==> src/rtl/mem_access_ctrl_pkg.sv <==
// Shared definitions for the memory-stage access controller: FSM encoding,
// word-alignment mask and the default watchdog limit.
package mem_access_ctrl_pkg;

    typedef enum logic [1:0] {
        StIdle = 2'd0,
        StBusy = 2'd1,
        StDone = 2'd2
    } memState_e;

    localparam logic [31:0] WORD_ALIGN_MASK = 32'hFFFF_FFFC;
    localparam int unsigned DEFAULT_TIMEOUT_CYCLES = 255;

endpackage

==> src/rtl/mem_access_ctrl_watchdog.sv <==
// Eight-bit saturating clear/increment counter that flags when a transaction
// has been outstanding for TIMEOUT_CYCLES cycles.
module mem_watchdog #(
    parameter int unsigned TIMEOUT_CYCLES = 255
) (
    input  logic clk_i,
    input  logic rst_i,
    input  logic clr_i,
    input  logic inc_i,
    output logic expired_o
);

    localparam logic [7:0] Limit = 8'(TIMEOUT_CYCLES);

    logic [7:0] countQ;
    logic [7:0] countD;

    always_comb begin
        countD = countQ;
        if (clr_i) begin
            countD = 8'd0;
        end else if (inc_i && (countQ != 8'hFF)) begin
            countD = countQ + 8'd1;
        end
    end

    // Look at the post-increment value so the abort lands on the Nth busy cycle.
    assign expired_o = inc_i && !clr_i && (countD >= Limit);

    always_ff @(posedge clk_i) begin
        if (rst_i) begin
            countQ <= 8'd0;
        end else begin
            countQ <= countD;
        end
    end

endmodule

==> src/rtl/mem_access_ctrl.sv <==
// MEM-stage controller: turns a one-cycle load/store into a req/ack memory
// transaction, stalls the pipeline while it is outstanding and returns load data.
module mem_access_ctrl
    import mem_access_ctrl_pkg::*;
#(
    parameter int unsigned TIMEOUT_CYCLES = DEFAULT_TIMEOUT_CYCLES
) (
    input  logic        clk_i,
    input  logic        rst_i,
    input  logic        MemRead_i,
    input  logic        MemWrite_i,
    input  logic [31:0] Addr_i,
    input  logic [31:0] WriteData_i,
    output logic [31:0] MemData_o,
    output logic        stall_o,
    output logic        misalign_o,
    output logic        bus_err_o,
    output logic        mem_req_o,
    output logic        mem_we_o,
    output logic [31:0] mem_addr_o,
    output logic [31:0] mem_wdata_o,
    input  logic        mem_ack_i,
    input  logic [31:0] mem_rdata_i
);

    memState_e stateQ;
    memState_e stateD;

    logic access;
    logic aligned;
    logic accept;
    logic busy;
    logic ackHit;
    logic wdExpired;
    logic timeout;

    assign access  = MemRead_i | MemWrite_i;
    assign aligned = (Addr_i[1:0] == 2'b00);
    assign accept  = (stateQ == StIdle) && access && aligned;
    assign busy    = (stateQ == StBusy);
    assign ackHit  = busy && mem_ack_i;
    // An ack arriving on the expiry cycle still completes the transaction normally.
    assign timeout = busy && !mem_ack_i && wdExpired;

    mem_watchdog #(
        .TIMEOUT_CYCLES(TIMEOUT_CYCLES)
    ) uWatchdog (
        .clk_i    (clk_i),
        .rst_i    (rst_i),
        .clr_i    (accept),
        .inc_i    (busy),
        .expired_o(wdExpired)
    );

    always_comb begin
        stateD     = stateQ;
        stall_o    = 1'b0;
        misalign_o = 1'b0;
        unique case (stateQ)
            StIdle: begin
                if (access && aligned) begin
                    stall_o = 1'b1;
                    stateD  = StBusy;
                end else if (access) begin
                    misalign_o = 1'b1;
                end
            end
            StBusy: begin
                stall_o = 1'b1;
                if (ackHit || timeout) begin
                    stateD = StDone;
                end
            end
            StDone: begin
                stateD = StIdle;
            end
            default: begin
                stateD = StIdle;
            end
        endcase
        if (rst_i) begin
            stall_o    = 1'b0;
            misalign_o = 1'b0;
        end
    end

    always_ff @(posedge clk_i) begin
        if (rst_i) begin
            stateQ <= StIdle;
        end else begin
            stateQ <= stateD;
        end
    end

    always_ff @(posedge clk_i) begin
        if (rst_i) begin
            MemData_o   <= 32'd0;
            bus_err_o   <= 1'b0;
            mem_req_o   <= 1'b0;
            mem_we_o    <= 1'b0;
            mem_addr_o  <= 32'd0;
            mem_wdata_o <= 32'd0;
        end else begin
            bus_err_o <= 1'b0;
            if (accept) begin
                mem_req_o   <= 1'b1;
                mem_we_o    <= MemWrite_i;
                mem_addr_o  <= Addr_i & WORD_ALIGN_MASK;
                mem_wdata_o <= WriteData_i;
            end else if (ackHit) begin
                mem_req_o <= 1'b0;
                if (!mem_we_o) begin
                    MemData_o <= mem_rdata_i;
                end
            end else if (timeout) begin
                mem_req_o <= 1'b0;
                MemData_o <= 32'd0;
                bus_err_o <= 1'b1;
            end
        end
    end

endmodule

==> config.mk <==
export PLATFORM = sky130hd
export DESIGN_NAME = mem_access_ctrl
export DESIGN_NICKNAME = d
export VERILOG_FILES = /design/src/rtl/mem_access_ctrl_pkg.sv /design/src/rtl/mem_access_ctrl_watchdog.sv /design/src/rtl/mem_access_ctrl.sv
export SDC_FILE = /design/constraint.sdc
export NUM_CORES = 1
export LEC_CHECK = 0
export BUFFER_PORTS_ARGS = -buffer_cell sky130_fd_sc_hd__clkbuf_2
export CAP_MARGIN = 25
export CORE_MARGIN = 8
export CORE_UTILIZATION = 46
export CTS_BUF_LIST = sky130_fd_sc_hd__clkbuf_4 sky130_fd_sc_hd__clkbuf_8
export DETAILED_ROUTE_END_ITERATION = 8
export HOLD_SLACK_MARGIN = 0.05
export PLACE_DENSITY = 0.89
export SLEW_MARGIN = 20
export SYNTH_ARGS = -nofsm -noshare
export SYNTH_HDL_FRONTEND = slang
export SYNTH_SLANG_ARGS = --single-unit
==> constraint.sdc <==
create_clock -name clk_i -period 3.5 [get_ports clk_i]
set_input_delay 0.35 -clock clk_i [delete_from_list [all_inputs] [get_ports clk_i]]
set_output_delay 0.35 -clock clk_i [all_outputs]
set_load 0.005 [all_outputs]
==> results by stage <==
Status:
- The run finished with clean final reports.

Critical path:
- In this run the worst path has a maximum fanout of 32.
- The cell type group with the largest total delay on the critical path is compound AO/OA/AOI/OAI gates.
- On the worst path, the slowest cell contributes a delay of 0.75 ns.
- The slowest stage cell on the critical path is sky130_fd_sc_hd__o41a_2.
- At the worst endpoint, the required time is 3.75 ns.
- The launching element type of the critical path is a flip-flop.
- Counting both buffers and inverters, the worst setup path holds a total of 0.
- The critical path is of the reg -> reg type.
- The kind of end point of the critical path is a flip-flop.
- The data arrival at the endpoint of the critical path is 3.02 ns.
- The critical path goes through ha_1, nand4_1, o21ai_2, mux2_1, o41a_2, a22o_1.

Timing:
- The post-route worst hold slack is 0.192 ns.
- The count of final setup violators is 0.
- The routed design could run at a clock period as short as 2.77 ns.
- The achievable frequency is 360 MHz.
- Setup repair after global routing left no endpoint under its margin.
- The hold violation total from the final report is 0.
- For the final database, setup skew stands at 0.00988 ns.
- Measured against its own limit, the worst slew margin works out to 53.6%.
- The slew of the pin with the lowest slew margin is 0.696 ns.
- The final critical path takes up 79.3% of the cycle.
- The post-route setup TNS is 0 ns.
- The final number of max-transition violations is 0.

Finish:
- The post-layout net count is 714.
- The synthesis-to-finish area growth is 32.5%.
- After filler insertion, the fill cell instance count of the layout stands at 679.
- In the final layout, the share of cells above drive strength 1 is 37.1%.
- The antenna diode count is 0.

Synthesis:
- The area fraction in compound gates after synthesis is 18.7%.
- The most frequent cell after synthesis is sky130_fd_sc_hd__nand2_1.
- The post-synthesis cell type count is 42.
- sky130_fd_sc_hd__dfxtp_1 takes more of the synthesized area than any other cell.
- The combined area of all synthesized cells is 3810 µm².
- By area the synthesized netlist is led by sky130_fd_sc_hd__dfxtp_1 56%, sky130_fd_sc_hd__nand2_1 13%, sky130_fd_sc_hd__a21oi_1 8.7%.
- Summing the sequential cell areas from Yosys gives 56.3% of the chip area.
- The yosys synthesis warning count is 0.
- The share of Yosys cell area claimed by the top area cell type is 56.3%.
- The post-synthesis average cell area is 8.90 µm².
- Yosys mapped a number of flops with a built-in enable equal to 0.
- In the synthesized netlist, the cells that appear most often are 130 x sky130_fd_sc_hd__nand2_1, 107 x sky130_fd_sc_hd__dfxtp_1, 66 x sky130_fd_sc_hd__a21oi_1.
- By area, the combinational part of the netlist is dominated by simple AND/OR/NAND/NOR gates.
- The adder and majority gate portion of the synthesized area is 0.329%.
- Among all flip-flop cells after synthesis, the most frequent one is sky130_fd_sc_hd__dfxtp_1.
- Of the total synthesized cell area, the portion taken by AND, OR, NAND and NOR gates is 19.4%.
- For this run, asynchronously set or reset flops after synthesis account for 0%.
- The mux contribution to synthesized area is 0.559%.
- The xor and xnor fraction of the mapped netlist area is 0.690%.
- The post-synthesis register bit count is 107.
- The post-synthesis cell count is 428.

Clock network:
- The insertion delay of the later-clocked pin in the worst-skew pair is 0.36 ns.
- The cell sitting at the root of the clock tree is a sky130_fd_sc_hd__clkbuf_8.
- The clock slew seen by the registers of the worst setup and hold paths is 0.10 ns.
- Hold repair after CTS inserted 0 buffers.
- Clock tree synthesis inserted a total of 9 buffers.
- The clock tree synthesis step divided the H-tree into 3 levels.
- The TritonCTS sink count is 107.
- The CTS tree is yes.
- The quantity of gates resized following cts is 0.
- The buffer levels on the longest clock path is 2.
- The number of setup buffers added after CTS is 0.

Drt:
- The per-cell via count in the routed design is 5.04.
- After detailed routing, the average wire length per cell comes to 14.9 µm.
- After detailed routing, the total wire length is 10.7 mm.
- In the routed design, unresolved DRC markers number 0.
- Summing over every cut layer, the via total after detailed routing is 3639.
- The detail route stage leaves a number of antenna-violating nets equal to 0.
- The number of DRC violations after detailed-routing iteration 0 is 161.
- The first TritonRoute pass finished after 4 iterations.

Placed design:
- The port buffer count is 199.
- The congestion estimate from routability-driven global placement came to 0.894.
- After legalization and detailed placement, the total HPWL measured 8.30 mm.

Die:
- The total core area is 8130 µm².
- The floorplan die height is 107 µm.
- The overall die width is 107 µm.
- The number of rows in the core area is 33.
- The count of pins on the block boundary is 202.
- Once the floorplan was initialized, standard cells occupied 46.8% of the core.
- The die covers 11400 µm².

Global routing:
- The most crowded layer after global routing is met2.
- For this run, global-route usage on met1 was measured as 22.0%.
- The initial antenna violation count came to 0.
- Global routing finished with a remaining overflow of 0.
- The via count of the first global-routing pass is 3517.
- The met2 global-route usage is 28.5%.
- The global router's overall resource usage is 18.1%.
- The first global-routing pass estimated 17.1 mm of wire.
- Entering global routing, the biggest net connects 70 pins.
- Global routing consumed, on the met3 layer, 7.20% of the routing resources.

Pwr:
- Summed over all cells, the static leakage comes to 2.28 nW.
- The power density over the cells is 446 nW/µm².
- The completed layout was analyzed and its total power is 0.00225 W.
- The worst-case IR drop observed on VDD is 0.210 mV.

Run:
- The number of maximum-capacitance violations is 0.

Worst hold path:
- The type of the tightest min-delay check is in -> reg.
## metal layers
layer	wire length (µm)	share of wire, %
met4	153	1.4
met2	4840	45
met3	1190	11
met5	0	0
met1	4540	42
## layout by cell type, fill, tap and decap left out, types with 2 or more instances in the layout
master,count
sky130_fd_sc_hd__clkinvlp_4,2
sky130_fd_sc_hd__nand2_1,130
sky130_fd_sc_hd__xor2_1,2
sky130_fd_sc_hd__clkbuf_2,199
sky130_fd_sc_hd__clkbuf_8,9
sky130_fd_sc_hd__nand2b_1,3
sky130_fd_sc_hd__a22o_1,32
sky130_fd_sc_hd__o21a_1,2
sky130_fd_sc_hd__dfxtp_1,107
sky130_fd_sc_hd__a21oi_1,66
sky130_fd_sc_hd__nor3_1,6
sky130_fd_sc_hd__conb_1,2
sky130_fd_sc_hd__nor4_1,3
sky130_fd_sc_hd__nand3_1,2
sky130_fd_sc_hd__buf_4,5
sky130_fd_sc_hd__nor2_1,14
sky130_fd_sc_hd__clkbuf_4,2
## layout make-up
class                      instances  area (µm²)  share of cell area, %
clock inverter                     5        62.6                   1.24
clock buffer                      11         139                   2.75
tap                              105         131                   2.60
multi-input combinational        290        1540                   30.4
sequential                       107        2140                   42.5
timing repair buffer             204        1030                   20.5
## through the flow
| stage | setup WS (ns) | std cells | util [%] | area (µm²) |
|---|---|---|---|---|
| global placement | 0.733 | 706 | 59.5 | 4840 |
| floorplan | 1.00 | 429 | - | 3810 |
| finish | 0.725 | 722 | 62.0 | 5040 |
| CTS | 0.581 | 722 | 62.0 | 5040 |
| global route | 0.547 | 722 | 62.0 | 5040 |
| detailed placement | 0.600 | 706 | 59.5 | 4840 |
## final timing paths
| path | depth (start not counted) | slack [ns] | startpoint | endpoint |
|---|---|---|---|---|
| hold reg to reg | 2 | 0.46 | mem_wdata_o[0] | mem_wdata_o[0] |
| setup / recovery | 6 | 0.73 | uWatchdog.countQ[0] | MemData_o[6] |
| setup reg to reg | 6 | 0.73 | uWatchdog.countQ[0] | MemData_o[6] |
| hold / removal | 2 | 0.19 | mem_rdata_i[3] | MemData_o[3] |
## sequential cells by signal, summed over array words and instances (netlist names)
signal,cells
MemData_o,32
mem_wdata_o,32
mem_addr_o,30
uWatchdog.countQ,8
stateQ,2
bus_err_o,1
mem_req_o,1
mem_we_o,1
## kinds of logic (layout without fill, tap and decap cells)
family	after synthesis	in the layout
muxes	2	2
adders and majority gates	1	1
AOI/OAI and AO/OA	111	111
other	1	2
and+or+nand+nor	171	171
buffers and inverters	32	220
DFF	107	107
xor gates and xnor gates	3	3
## power by group
group / internal, W / switching [W]
combinational: 0.000104 / 0.000120
sequential: 0.00126 / 0.0000242
clock: 0.000351 / 0.000391
total: 0.00171 / 0.000534
Power figures use the tool's default switching activity.
